===== src/rtl/wbuf_pkg.sv =====
// wbuf_pkg: shared FSM state type and pointer-width helper for the data-memory write buffer
package wbuf_pkg;
   typedef enum logic [2:0] {IDLE, WRITE, WGAP, READ, RGAP} state_t;
   function automatic int ptr_w(input int depth);
      return $clog2(depth);
   endfunction
endpackage


===== src/rtl/wbuf_entry_array.sv =====
// wbuf_entry_array: circular {addr,data} store FIFO with a youngest-match address search
module wbuf_entry_array
   import wbuf_pkg::*;
#(
   parameter int DEPTH = 4,
   parameter int AW = 30,
   parameter int DW = 32
) (
   input  logic                      clk,
   input  logic                      rst,
   input  logic                      push,
   input  logic                      pop,
   input  logic [AW-1:0]             push_addr,
   input  logic [DW-1:0]             push_data,
   input  logic [AW-1:0]             search_addr,
   output logic [AW-1:0]             head_addr,
   output logic [DW-1:0]             head_data,
   output logic                      full,
   output logic [ptr_w(DEPTH):0]     count,
   output logic                      hit,
   output logic [DW-1:0]             hit_data
);
   localparam int PW = ptr_w(DEPTH);
   logic [AW-1:0] addr_q [DEPTH];
   logic [DW-1:0] data_q [DEPTH];
   logic [PW-1:0] rd_ptr, wr_ptr;
   assign full = count == (PW+1)'(DEPTH);
   assign head_addr = addr_q[rd_ptr];
   assign head_data = data_q[rd_ptr];
   always_ff @(posedge clk or negedge rst)
      if (!rst) begin
         rd_ptr <= '0;
         wr_ptr <= '0;
         count <= '0;
      end else begin
         if (push) wr_ptr <= wr_ptr + 1'b1;
         if (pop) rd_ptr <= rd_ptr + 1'b1;
         count <= count + (PW+1)'(push) - (PW+1)'(pop);
      end
   always_ff @(posedge clk)
      if (push) begin
         addr_q[wr_ptr] <= push_addr;
         data_q[wr_ptr] <= push_data;
      end
   // Walk oldest to youngest so the last valid match (youngest) wins.
   always_comb begin
      hit = 1'b0;
      hit_data = '0;
      for (int i = 0; i < DEPTH; i++)
         if ((PW+1)'(i) < count && addr_q[rd_ptr + PW'(i)] == search_addr) begin
            hit = 1'b1;
            hit_data = data_q[rd_ptr + PW'(i)];
         end
   end
endmodule


===== src/rtl/dmem_write_buffer.sv =====
// dmem_write_buffer: posted-write buffer draining CPU stores to the memory bus with idle gaps
module dmem_write_buffer
   import wbuf_pkg::*;
#(
   parameter int DEPTH = 4,
   parameter int AW = 30,
   parameter int DW = 32
) (
   input  logic          clk,
   input  logic          rst,
   input  logic          proc_read,
   input  logic          proc_write,
   input  logic [AW-1:0] proc_addr,
   input  logic [DW-1:0] proc_wdata,
   output logic [DW-1:0] proc_rdata,
   output logic          proc_stall,
   output logic          mem_read,
   output logic          mem_write,
   output logic [AW-1:0] mem_addr,
   output logic [DW-1:0] mem_wdata,
   input  logic [DW-1:0] mem_rdata,
   input  logic          mem_ready
);
   state_t state, next;
   logic push, pop, full, hit, rd_done;
   logic [AW-1:0] head_addr;
   logic [DW-1:0] head_data, hit_data;
   logic [ptr_w(DEPTH):0] count;
   assign push = proc_write && !full;
   assign pop = state == WRITE && mem_ready;
   assign rd_done = state == READ && mem_ready;
   assign proc_stall = (proc_write && full) || (proc_read && !hit && !rd_done);
   assign proc_rdata = !proc_read ? '0 : hit ? hit_data : rd_done ? mem_rdata : '0;
   wbuf_entry_array #(.DEPTH(DEPTH), .AW(AW), .DW(DW)) u_arr (
      .clk(clk), .rst(rst), .push(push), .pop(pop),
      .push_addr(proc_addr), .push_data(proc_wdata), .search_addr(proc_addr),
      .head_addr(head_addr), .head_data(head_data), .full(full), .count(count),
      .hit(hit), .hit_data(hit_data)
   );
   // Buffered stores always go out before a missing load is issued.
   always_comb begin
      next = IDLE;
      unique case (state)
         IDLE:    next = count != '0 ? WRITE : (proc_read && !hit) ? READ : IDLE;
         WRITE:   next = mem_ready ? WGAP : WRITE;
         READ:    next = mem_ready ? RGAP : READ;
         default: next = IDLE;
      endcase
   end
   always_ff @(posedge clk or negedge rst)
      if (!rst) begin
         state <= IDLE;
         mem_write <= 1'b0;
         mem_read <= 1'b0;
         mem_addr <= '0;
         mem_wdata <= '0;
      end else begin
         state <= next;
         mem_write <= next == WRITE;
         mem_read <= next == READ;
         if (state == IDLE && next == WRITE) begin
            mem_addr <= head_addr;
            mem_wdata <= head_data;
         end else if (state == IDLE && next == READ)
            mem_addr <= proc_addr;
      end
endmodule

===== config.mk =====
export PLATFORM = sky130hd
export DESIGN_NAME = dmem_write_buffer
export DESIGN_NICKNAME = d
export VERILOG_FILES = /design/src/rtl/wbuf_pkg.sv /design/src/rtl/wbuf_entry_array.sv /design/src/rtl/dmem_write_buffer.sv
export SDC_FILE = /design/constraint.sdc
export NUM_CORES = 1
export LEC_CHECK = 0
export CORE_ASPECT_RATIO = 1.25
export CORE_MARGIN = 2
export CORE_UTILIZATION = 52
export CTS_CLUSTER_SIZE = 40
export DETAILED_ROUTE_END_ITERATION = 10
export GPL_ROUTABILITY_DRIVEN = 1
export GPL_TIMING_DRIVEN = 0
export HOLD_SLACK_MARGIN = 0.12
export PLACE_DENSITY_LB_ADDON = 0.05
export SYNTH_ARGS = -nofsm -noshare
export SYNTH_HDL_FRONTEND = slang
export SYNTH_HIERARCHICAL = 1
export SYNTH_SLANG_ARGS = --single-unit

===== constraint.sdc =====
create_clock -name clk -period 5.7 [get_ports clk]
set_clock_uncertainty 0.05 [all_clocks]
set_input_delay 1.14 -clock clk [delete_from_list [all_inputs] [get_ports clk]]
set_output_delay 1.14 -clock clk [all_outputs]
set_load 0.02 [all_outputs]

Word-level counts from Yosys, hierarchy flattened
Memory sizes are Yosys's and may differ from the RTL's.
Index checks and enable logic that the tools add are counted.
{ "op_classes": {"n_addsub": 6, "magnitude_cmp": 4, "eq_ne": 9, "muxes": 20, "reduce_logical": 19} }
{ "ops": {"columns": ["op", "n"], "rows": [
  ["$mux 32", 7],
  ["$eq 30x30->1", 4],
  ["$mux 30", 2],
  ["$logic_and 1x1->1", 12],
  ["$pmux 3 s3", 1],
  ["$eq 3x1->1 const B", 2],
  ["$eq 3x2->1 const B", 2],
  ["$lt 1x3->1 const A", 2],
  ["$lt 2x3->1 const A", 2],
  ["$mux 1", 6],
  ["$mux 2", 3],
  ["$add 2x1->2 const B", 2],
  ["$add 2x2->2 const B", 2],
  ["$add 3x1->3", 1],
  ["$eq 3x3->1 const B", 1],
  ["$logic_not 1->1", 3],
  ["$logic_not 3->1", 1],
  ["$mux 3", 1],
  ["$reduce_bool 3->1", 1],
  ["$sub 3x1->3", 1],
  ["$reduce_bool 2->1", 1],
  ["$logic_or 1x1->1", 1]
]} }
{ "word_totals": {"output_inout_bits": 97, "wordCells": 68, "memories": 2, "inputBits": 99, "ram_bits": 248, "ff_bits": 74} }
{ "memory_table": {"columns": ["name", "depth", "word_bits", "read_ports", "rd_clocked_by_memory_dff", "wr", "line_no", "rtl"], "rows": [
  ["u_arr.data_q", 4, 32, 4, 0, 1, "wbuf_entry_array.sv:25", "logic [DW-1:0] data_q [DEPTH];"],
  ["u_arr.addr_q", 4, 30, 4, 0, 1, "wbuf_entry_array.sv:24", "logic [AW-1:0] addr_q [DEPTH];"]
]} }

Longest topological paths before layout
An unclocked memory read counts as a cell.
{ "depth": {"word_depth": 16, "mapped_depth": 22, "ltp_nobuf": 14} }

Cells and area by module
The synthesis kept the hierarchy.
{ "by_module_without_submodules": {"columns": ["module", "area_each_um2", "cells_each", "n_inst"], "rows": [
  ["wbuf_entry_array", 16377.0, 1267, 1],
  ["dmem_write_buffer", 3993.8, 407, 1]
]} }

Least setup slack after synthesis
OpenSTA, ideal clock, no wires.
{ "synth_timing": {"kind": "in2out", "start": "input port proc_addr[15]", "end": "output port proc_rdata[30]", "cell_stages": 14, "t_arrival_ps": 3612, "path_buffers": 3, "slack_ps": 898, "required_ps": 4510, "path_cell_list": "clkbuf_1 o2bb2ai_1 or4_1 a221oi_1 and4_1 buf_2 or3_1 buf_2 a21oi_1 or2_1 o31ai_1 nand2_1 o21ai_0 and2_1"} }
{ "synth_between": {"elab_chain_cells": 8, "word_cells_on_any_way": 18} }
{ "synth_rtl": {"columns": ["item", "line_no", "rtl"], "rows": [
  ["start: declaration", "dmem_write_buffer.sv:13", "input logic [AW-1:0] proc_addr,"],
  ["$eq 30x30->1", "wbuf_entry_array.sv:50", "if ((PW+1)'(i) < count && addr_q[rd_ptr + PW'(i)] == search_addr) begin"],
  ["$logic_and 1x1->1", "wbuf_entry_array.sv:50", null],
  ["$mux 32 (3 in series)", "wbuf_entry_array.sv:50", null],
  ["$mux 32 (*)", "wbuf_entry_array.sv:50", null],
  ["named net hit_data[30]", "dmem_write_buffer.sv:27", "logic [DW-1:0] head_data, hit_data;"],
  ["$mux 32 (*) (2 in series)", "dmem_write_buffer.sv:33", "assign proc_rdata = !proc_read ? '0 : hit ? hit_data : rd_done ? mem_rdata : '0;"],
  ["end: declaration", "dmem_write_buffer.sv:15", "output logic [DW-1:0] proc_rdata,"]
]} }
Mark *: on every way through the listed nets, which the timed path passes. The rest lies on a longest branch.

Worst setup path after layout
{ "layout_timing": {"start": "register u_arr.rd_ptr[1]", "end": "output port proc_rdata[24]"} }
{ "layout_between": {"elab_chain_cells": 9, "word_cells_on_any_way": 23} }
{ "layout_rtl": {"columns": ["item", "line_no", "rtl"], "rows": [
  ["start: declaration", "wbuf_entry_array.sv:26", "logic [PW-1:0] rd_ptr, wr_ptr;"],
  ["start signal: assignment", "wbuf_entry_array.sv:37", "if (pop) rd_ptr <= rd_ptr + 1'b1;"],
  ["$mem_v2 4x30", null, null],
  ["named net head_addr[9]", "dmem_write_buffer.sv:26", "logic [AW-1:0] head_addr;"],
  ["$eq 30x30->1", "wbuf_entry_array.sv:50", null],
  ["$logic_and 1x1->1", "wbuf_entry_array.sv:50", null],
  ["$mux 32 (4 in series)", "wbuf_entry_array.sv:50", null],
  ["named net hit_data[24]", "dmem_write_buffer.sv:27", null],
  ["$mux 32 (2 in series)", "dmem_write_buffer.sv:33", null]
]} }
The timed path passes the listed nets, and every way through them passes these cells.

==> metrics <==
Storage cell area=approximately 0.0093 mm^2; Yosys reg bits=between 300 and 400; DRT Wirelength=around 73000 um; top_reg_cell synth=edfxtp_1; vias per cell=between 6 and 7; cell count of the worst reg-to-reg path=20; Die W=181 um; Tot Pwr=15.1 mW; hold crit path type=reg -> reg; fin crit share=1.01; clock power share=0.166; die height=225 um; crit path DAT=4.58 ns; register area share after synthesis=0.456; Synth async-reset ratio=0.230; failing checks=setup timing; worst endpoint required time=4.51 ns; nets=2087; hold buffers post-CTS=0; Comb power frac=0.596; RSZ-0062 raised after global routing=true; grt ovf=0; min cycle time layout=5.77 ns; Mapped Cells=1674; Syn Area/Cell=12.2 um^2; Sw Ratio=0.423; commonest non-fill, non-tap cell in the layout=edfxtp_1; drt first pass iters=6; Compound-Gate Fraction of Synth Area=0.120; multi-input logic area=approximately 0.011 mm^2; hold_sp=mem_addr[1]; Reg clk slew, reported paths=about 0.060 ns; hold-critical path endpoint=mem_addr[1]; htree depth=2; final setup violation count=17; Crit Path Max Fanout=7; VDD IR-drop max=0.000337 V; final worst setup slack=-0.0706 ns; total CTS buffers=36; ratio of cells with drive above 1 in the final layout=0.285; initial antenna violation count=1; DRC=0; via count of the routed design=between 15000 and 20000; IO Count=196; most frequent cells in the layout=248 x edfxtp_1, 241 x nand2_1, 219 x mux2i_1; Synth cell types=75; Final ANT Viol Nets=0; PD cells=575 mW/mm^2; HPWL Detailed=51400 um; Psw=6.41 mW; fmax=173 MHz; die area=0.0408 mm^2; Syn. warnings=6; Tightest Pin Transition=1.22 ns; Clk Latency, worst-skew pair=0.54 ns; All-Layer GR Usage=0.355; largest family of logic cells by synthesized area=multiplexers; Worst Hold Path Cells=2; first-iteration detailed-routing DRC count=1400; vias in the first global route=~16000; final slew viol count=0; critical path class=reg -> out; starting density of the core=0.523; Row Count=81; internal power=between 8 and 9 mW; Avg WL per Cell=29.2 um; mux cell area share after synthesis=0.237; pin count of the biggest net entering global routing=between 40 and 50; placed instance count=2372; CORE AREA=0.0389 mm^2; Post-synth EDFFs=248; # Max-Cap Violations=0; Post-Synth XOR/XNOR Area=0.0477; GP Congestion=0.996; P_leak=10.1 nW; Finished Cell Area=0.0263 mm^2; global-route wire length before repair=106000 um; worst rel slew slack=0.186; Synth Area in Simple Gates=0.0860; Synth Cell Area=0.0204 mm^2; status=finished, violations left; CTS root buf=clkbuf_16; Worst Setup End Kind=output pin; number of clock sinks=322; Post-Layout Cell Count=2507; Synth Area in Adders=0.00590; Area Overhead vs Synth=29.3%; reg2reg start=u_arr/rd_ptr[1]; Fillers=2934; syn_nets=about 1800; Final Hold Viols=0; crit start category=flip-flop; worst reg-to-reg setup slack=about 0.68 ns; Area after DPL=0.0231 mm^2; CP Launch Point=u_arr/rd_ptr[1]; sequential power share=0.238; reg2reg end=mem_addr[15]; clock tree buffer depth=3; TritonCTS clock tree=done; PortBufs=195
==> cell families (layout without fill, tap and decap cells) <==
group,count (synthesis),after routing
flip-flops,322,322
adder cells (fa/ha/maj),9,9
other,0,2
buffers and inverters,167,500
AND/OR/NAND/NOR,381,381
XOR/XNOR,111,111
multiplexers,370,370
AO/OA/AOI/OAI,314,314
==> critical path, cell delays in order, from the launching register on <==
cell	delay, ns
dfrtp_1	0.40
buf_12	0.15
buf_12	0.14
buf_12	0.14
buf_12	0.15
buf_16	0.15
buf_6	0.11
mux4_2	0.35
xor2_4	0.20
a2111o_1	0.51
nor3_4	0.32
a21oi_2	0.14
nor2_4	0.18
buf_6	0.15
buf_8	0.14
o2111ai_4	0.12
a21oi_4	0.24
nand2_1	0.09
o21ai_1	0.07
and2_1	0.15
buf_6	0.12
==> how the worst max path moves through the flow <==
stage | end | depth (start not counted)
finish | proc_rdata[24] | 20
global route | proc_rdata[8] | 21
CTS | proc_rdata[8] | 20
detailed placement | proc_rdata[11] | 15
global placement | proc_rdata[11] | 15
floorplan | proc_rdata[30] | 14
==> state kept, by name (all words and copies together), names as in the netlist <==
signal        count
u_arr/data_q    128
u_arr/addr_q    120
mem_wdata        32
mem_addr         30
state             3
u_arr/count       3
u_arr/rd_ptr      2
u_arr/wr_ptr      2
mem_read          1
mem_write         1
==> layer usage <==
layer	track usage	part of all wire	vias up
met1	0.403	0.36	8016
met5	0	0.00019	-
li1	-	-	6973
met3	0.0478	0.059	225
met2	0.647	0.51	845
met4	0.200	0.062	2
==> layout make-up <==
cell class	instances	share of cell area
Antenna cell	2	0.000190
Buffer	144	0.0504
Clock buffer	45	0.0375
Clock inverter	21	0.0108
Inverter	20	0.00304
Multi-Input combinational cell	1185	0.414
Sequential cell	322	0.353
Tap cell	498	0.0236
Timing Repair Buffer	270	0.107
==> repair_timing <==
action / CTS / global route
pin swaps: 38 / 55
setup buffers: 51 / 14
cloned: 3 / 2
gates resized for setup: 365 / 142
setup endpoints to repair: 33 / 33
==> per-stage QoR <==
| stage | TNS (ns) | setup WS, ns | utilization | hold WS (ns) |
|---|---|---|---|---|
| after floorplan | 0 | 0.898 | - | 0.444 |
| after global placement | -56.77 | -1.68 | 0.590 | 0.433 |
| after detailed placement | -58.86 | -1.71 | 0.593 | 0.437 |
| after CTS | -0.583 | -0.0778 | 0.660 | 0.455 |
| after global routing | -3.36 | -0.171 | 0.677 | 0.475 |
| final | -0.500 | -0.0706 | 0.677 | 0.451 |
==> power by group through the flow <==
stage          registers, mW  logic (mW)  clock network (mW)
2_1_floorplan           3.82        4.92                   0
3_3_place_gp            3.64        7.74                   0
3_5_place_dp            3.61        7.84                   0
4_1_cts                 3.58        8.68                2.54
5_1_grt                 3.66        9.38                2.62
6_report                3.60        9.03                2.51
==> cell usage after synthesis (3+ instances only) <==
library cell,number,area (um^2)
mux2_2,39,439
nand4_1,22,138
o2bb2ai_1,3,26.3
dfrtp_1,74,1850
a221oi_1,3,26.3
a21boi_0,16,120
mux2_4,29,435
a31oi_1,19,119
nand2b_1,8,50.1
a21oi_1,43,215
mux2i_1,231,2310
a22oi_1,3,22.5
o211ai_1,33,248
xor2_1,23,201
buf_4,9,67.6
mux4_1,9,236
o21ai_0,67,335
xnor2_1,88,771
mux4_2,61,1370
a2bb2oi_1,33,289
buf_6,19,214
clkbuf_1,51,191
nor2_1,16,60.1
buf_2,49,245
nor4_1,9,56.3
and2_1,39,244
buf_12,6,120
nand2_1,245,920
edfxtp_1,248,7450
o2111ai_1,30,263
nand3_1,18,90.1
inv_1,17,63.8
o211ai_2,28,350
buf_1,12,45.0
ha_1,8,100
a22oi_2,15,188
Power figures use the tool's default switching activity.
